### config.mk
export PLATFORM = sky130hd
export DESIGN_NAME = differentiate
export DESIGN_NICKNAME = d
export VERILOG_FILES = /design/src/rtl/differentiate.sv
export SDC_FILE = /design/constraint.sdc
export NUM_CORES = 1
export LEC_CHECK = 0
export ABC_AREA = 1
export CORE_MARGIN = 2
export CORE_UTILIZATION = 55
export CTS_CLUSTER_SIZE = 40
export DETAILED_ROUTE_END_ITERATION = 12
export PLACE_DENSITY = 0.77
export SYNTH_ARGS = -nofsm -noshare
export SYNTH_HDL_FRONTEND = slang
export SYNTH_SLANG_ARGS = --single-unit
### constraint.sdc
create_clock -name clk -period 5.4 [get_ports clk]
set_input_delay 1.35 -clock clk [delete_from_list [all_inputs] [get_ports clk]]
set_output_delay 1.35 -clock clk [all_outputs]
set_load 0.02 [all_outputs]
### src/rtl/differentiate.sv
// differentiate: turns a stream of running sums back into per-step differences.
// Optional clamping on overflow is enabled by defining DIFFERENTIATE_SATURATE_EN.
module differentiate #(
   parameter int ARGW = 24,
   parameter int RESW = 40
) (
   input  logic            clk,
   input  logic            rst_n,
   input  logic            clr,
   input  logic [RESW-1:0] arg_data,
   input  logic            arg_valid,
   output logic            arg_ready,
   output logic [ARGW-1:0] res_data,
   output logic            res_valid,
   input  logic            res_ready,
   output logic            res_ovf
);

   localparam logic [ARGW-1:0] MAXV = {1'b0, {(ARGW-1){1'b1}}};
   localparam logic [ARGW-1:0] MINV = {1'b1, {(ARGW-1){1'b0}}};

   logic [RESW-1:0]   prev;
   logic [RESW-1:0]   base;
   logic [RESW-1:0]   diff;
   logic [RESW-ARGW:0] upper;
   logic              ovf;
   logic [ARGW-1:0]   val;
   logic [ARGW-1:0]   skid_data;
   logic              skid_ovf;
   logic              skid_full;
   logic              in_fire;
   logic              out_free;

   assign arg_ready = !skid_full;
   assign in_fire   = arg_valid && !skid_full;
   assign out_free  = !res_valid || res_ready;

   // Difference against the previous sum; overflow when the bits above the
   // ARGW sign bit are not a pure sign extension.
   always_comb begin
      base  = clr ? '0 : prev;
      diff  = arg_data - base;
      upper = diff[RESW-1:ARGW-1];
      ovf   = !((&upper) || !(|upper));
`ifdef DIFFERENTIATE_SATURATE_EN
      if (ovf)
         val = diff[RESW-1] ? MINV : MAXV;
      else
         val = diff[ARGW-1:0];
`else
      val = diff[ARGW-1:0];
`endif
   end

   // Previous-sum register, updated on every accepted beat.
   always_ff @(posedge clk or negedge rst_n) begin
      if (!rst_n)
         prev <= '0;
      else if (in_fire)
         prev <= arg_data;
   end

   // Output register with a one-entry skid buffer behind it.
   always_ff @(posedge clk or negedge rst_n) begin
      if (!rst_n) begin
         res_data  <= '0;
         res_ovf   <= 1'b0;
         res_valid <= 1'b0;
         skid_data <= '0;
         skid_ovf  <= 1'b0;
         skid_full <= 1'b0;
      end else if (out_free) begin
         if (skid_full) begin
            res_data  <= skid_data;
            res_ovf   <= skid_ovf;
            res_valid <= 1'b1;
            skid_full <= 1'b0;
         end else if (in_fire) begin
            res_data  <= val;
            res_ovf   <= ovf;
            res_valid <= 1'b1;
         end else begin
            res_valid <= 1'b0;
         end
      end else if (in_fire) begin
         skid_data <= val;
         skid_ovf  <= ovf;
         skid_full <= 1'b1;
      end
   end

endmodule

# Word-level counts from Yosys, hierarchy flattened
# Index checks and enable logic that the tools add are counted.
# classes
n_addsub	1
n_mux	9
bitwise	1
n_reduce_logical	13
# ops
cell	n
2-to-1 mux 24 bit	2
2-to-1 mux 40 bit	1
subtractor 40 bit	1
AND reduction 17 bit	1
OR reduction 17 bit	1
2-to-1 mux 1 bit	6
zero test 1 bit	4
AND reduction 2 bit	2
nonzero test 2 bit	2
logical OR 1 bit	2
logical AND 1 bit	1
inverter 1 bit	1
# totals
ff_bits	92
in_bits	45
elab_cells	31

# Logic depth before layout (Yosys ltp)
# depth
depth_word	8
depth_mapped	25

# Worst setup path after synthesis
# Ideal clock, no wire load.
# synth_path
path_type	input port to flip-flop
from	input clr
to	register res_ovf
setup_ns	0.116
t_arrival_ns	3.647
required_time_ns	5.284
slack_ns	1.637
cell_stages	23
n_path_buf	2
path_cell_list	inv_1 clkbuf_1 clkbuf_1 nand2_1 ha_1 nand2_1 inv_1 nand2_1 inv_1 a21oi_1 nand2_2 nand2_1 nand2_1 nand2_1 nand2_1 nor2_1 nand2_1 nor2_1 nand3_1 nand2_1 nand3_1 nand2_1 nand2_1
# synth_between
elab_chain_len	8
word_cells_on_any_way	9
cone_classes	1 x add/sub; 3 x mux; 5 x reduce/logical
# synth_rtl
element	line	source
from (decl)	9	input logic clr,
2-to-1 mux 40 bit *	41	base = clr ? '0 : prev;
subtractor 40 bit *	42	diff = arg_data - base;
OR reduction 17 bit	44	ovf = !((&upper) || !(|upper));
zero test 1 bit	44	
logical OR 1 bit *	44	
zero test 1 bit *	44	
2-to-1 mux 1 bit *	78	end else if (in_fire) begin
2-to-1 mux 1 bit *	73	if (skid_full) begin
to (signal assigned)	75	res_ovf <= skid_ovf;
to (signal assigned)	80	res_ovf <= ovf;
to (decl)	16	output logic res_ovf
# Every way passes the cells marked *; elsewhere a longest branch is shown, timed or not. The select of a mux whose other input is x is not followed.
# A chain may end at the register's enable or synchronous reset.

# Final worst setup path
# Ends and elaborated chain as after synthesis.

==> flow_summary.yaml <==
outcome:
  outcome: "complete, no violations"
finish:
  layout.nets: 1310
  multi_input_area_sq_um: 4210
  area_delta_synth_final_pct: 16.6
  nFillCells: 1254
  layout-drive-gt1-share_pct: 5.29
  post-route-util_pct: 66.1
  seqCellArea_sq_um: 2300
  antenna_cells: 0
setup_path:
  crit-reg2reg-capture: "res_ovf"
  crit_type: "input pin to register"
  crit_chain: "clkdlybuf4s50_1, inv_1, buf_12, nand2_1, ha_1, nand2_1, nor2_1, nand2_1, nor2_1, nand2_1, nand3_1, nand2_1, nand2_1, inv_2, a21oi_2, nand2_1, nor2_1, nand3_1, nand2_1, nand3_1, nand2_1, nand2_1"
  critPathTopFamily: "simple AND/OR/NAND/NOR gates"
  reg2reg_from: "prev[0]"
  path_depth: 22
  r2r_setup_slack_ns: 2.56
  slowest_stage: "clkdlybuf4s50_1"
  crit_buf_inv: 4
  slowest_delay_ns: 0.43
  cp_max_fo: 39
  crit_required_ns: 5.64
  start_kind: "input pin"
  cp_common_cell: "nand2_1"
  arrival_ns: 4.29
  r2r_cells: 22
  end_kind: "register"
clocking:
  post_cts_buffers: 0
  numCtsBuffers: 9
  cts_tree: "built"
  htree_levels: 3
  hold_buffers: 0
  cts.clk_slew.worst_paths_ns: 0.07
  cts_resized: 0
  cts_max_path_buffers: 2
  cts_root_buf: "clkbuf_16"
  clk_latency_ns: 0.35
  cts.sinks: 92
place:
  gp_congestion: 0.961
  pre_cts_slack_ns: 1.03
  port_buffers: 71
  dpl.hpwl_mm: 15.0
synthesis:
  synth_area_per_cell_sq_um: 6.22
  ys.flop_type: "dfrtp_1"
  ys_seq_area_share_pct: 31.9
  netlist_top_cells_count: "551 x nand2_1, 150 x inv_1, 92 x dfrtp_1, 74 x nor2_1"
  yosys_warnings: 0
  synth_nets: 1245
  ys_top_cells_by_area: "dfrtp_1 32%, nand2_1 29%, inv_1 7.8%"
  async_reset_ff_share_pct: 100
  synth_top_area_share_pct: 31.9
  synth_top_area_cell: "dfrtp_1"
  syn_area_sq_um: 7210
  synth_cells: 1160
  yosysUniqueCellTypes: 33
  synthMostInstantiatedCell: "nand2_1"
  ys_seq_elements: 92
  synth_edf_count: 0
floorplan:
  die_h_um: 118
  num_io_pins: 72
  fp.dieW_um: 118
  std_cell_rows: 41
  initial_core_util_pct: 56.7
  core-area_sq_um: 12700
  die-area_sq_um: 14000
detailed_routing:
  vias_per_cell: 5.14
  drt_iter0_markers: 596
  ant_nets: 0
  drc: 0
  num_vias: 7195
  drt_first_pass_iters: 5
  finalWirelength_mm: 19.2
  wl_per_cell_um: 13.7
timing:
  fmax_mhz: 246
  final-setup-viol-count: 0
  period_needed_ns: 4.06
  max_slew_margin_pct: 18.4
  tns_ns: 0
  drv_slew: 0
  layout_setup_ws_ns: 1.34
  rsz0062_at_grt: "false"
  skew_ns: 0.0109
  hold_violations: 0
  min_period_over_period_pct: 75.1
  worstMarginPinSlew_ns: 1.22
grt:
  grt_pass1_vias: 6821
  grt_remaining_overflow: 0
  grt_pass1_wl_mm: 32.6
  grt_max_degree: 61
  antenna_found_initial: 0
  grt_usage_pct: 28.5
power_and_ir_drop:
  power_density_nw_per_um2: 316
  power_frac_comb_pct: 40.4
  seqPwrFrac_pct: 34.9
  p_leak_nw: 4.62
  peakVddDrop_mv: 0.143
  p_sw_share_pct: 38.3
  p_switching_mw: 1.02
  p_int_mw: 1.64
  p_clk_share_pct: 24.7
worst_hold_path:
  holdCritPathClass: "register to register"
  min_delay_worst_endpoint: "skid_data[2]"
  worstHoldPathCells: 2
  hold_start: "skid_data[2]"
run:
  maxCapViolations: 0
==> how the worst max path moves through the flow <==
stage               start      end  slack, ns
floorplan             clr  res_ovf       1.64
finish                clr  res_ovf       1.34
global placement      clr  res_ovf       1.05
CTS                   clr  res_ovf       1.38
global route          clr  res_ovf       0.93
detailed placement    clr  res_ovf       1.03
==> power groups by stage <==
stage / combinational (mW) / clock (mW) / sequential (mW)
after floorplan: 0.640 / 0 / 0.991
after detailed placement: 1.06 / 0 / 0.936
after global routing: 1.20 / 0.687 / 0.945
after CTS: 1.07 / 0.659 / 0.926
final: 1.07 / 0.656 / 0.927
after global placement: 1.05 / 0 / 0.929
==> per-stage QoR <==
step	area, sq um	hold WS (ns)	power [mW]	instances
6_report	8400	0.470	2.66	1400
5_1_grt	8400	0.484	2.84	1400
4_1_cts	8400	0.471	2.66	1400
3_5_place_dp	8100	0.455	2.00	1386
3_3_place_gp	8100	0.449	1.97	1386
2_1_floorplan	7210	0.437	1.63	1160
==> final cells by class <==
class,count,area share (%)
multi-input combinational,886,50.1
sequential,92,27.4
clock buffer,11,3.01
tap,172,2.56
clock inverter,3,0.566
timing repair buffer,80,9.38
inverter,156,6.97
==> flip-flops by register name (all words and copies together) (netlist names) <==
signal / cells
skid_data: 24
skid_full: 1
res_data: 24
skid_ovf: 1
res_ovf: 1
res_valid: 1
prev: 40
==> tightest hold or removal path: cells and delay by family (launching register included) <==
| kind | cells | cell delay [ns] |
|---|---|---|
| flip-flops | 1 | 0.34 |
| AND/OR/NAND/NOR | 2 | 0.10 |
==> metal layers <==
layer | GRT usage, % | up-vias | share of wire (%)
met4 | 8.18 | 0 | 2.0
met2 | 48.2 | 172 | 48
met3 | 4.54 | 35 | 4.1
met5 | 0 | - | 0
li1 | - | 3699 | -
met1 | 37.8 | 3289 | 46
==> cells by family (layout without fill, tap and decap cells) <==
family	count (synthesis)	count (layout)	synth area share [%]
AO/OA/AOI/OAI	114	114	9.16
XOR/XNOR	22	22	2.67
buffers and inverters	182	250	9.67
AND/OR/NAND/NOR	710	710	39.5
adder cells (fa/ha/maj)	40	40	7.05
flip-flops	92	92	31.9
==> layout by cell type, fill, tap and decap left out, drive strengths merged <==
cell | Yosys | final
nand2 | 563 | 563
inv | 154 | 154
dfrtp | 92 | 92
nor2 | 84 | 84
clkdlybuf4s50 | 0 | 70
nand3 | 53 | 53
o21ai | 48 | 48
ha | 39 | 39
a21oi | 37 | 37
xnor2 | 21 | 21
o211ai | 14 | 14
clkbuf | 20 | 11
buf | 6 | 10
o21a | 7 | 7
o21bai | 5 | 5
nor3 | 5 | 5
clkinv | 2 | 4
nand4 | 2 | 2
and2 | 2 | 2
a21o | 1 | 1
nand3b | 1 | 1
a31oi | 1 | 1
a21boi | 1 | 1
xor2 | 1 | 1
fa | 1 | 1
bufinv | 0 | 1
Note: power is estimated with default switching activity, not from simulation.
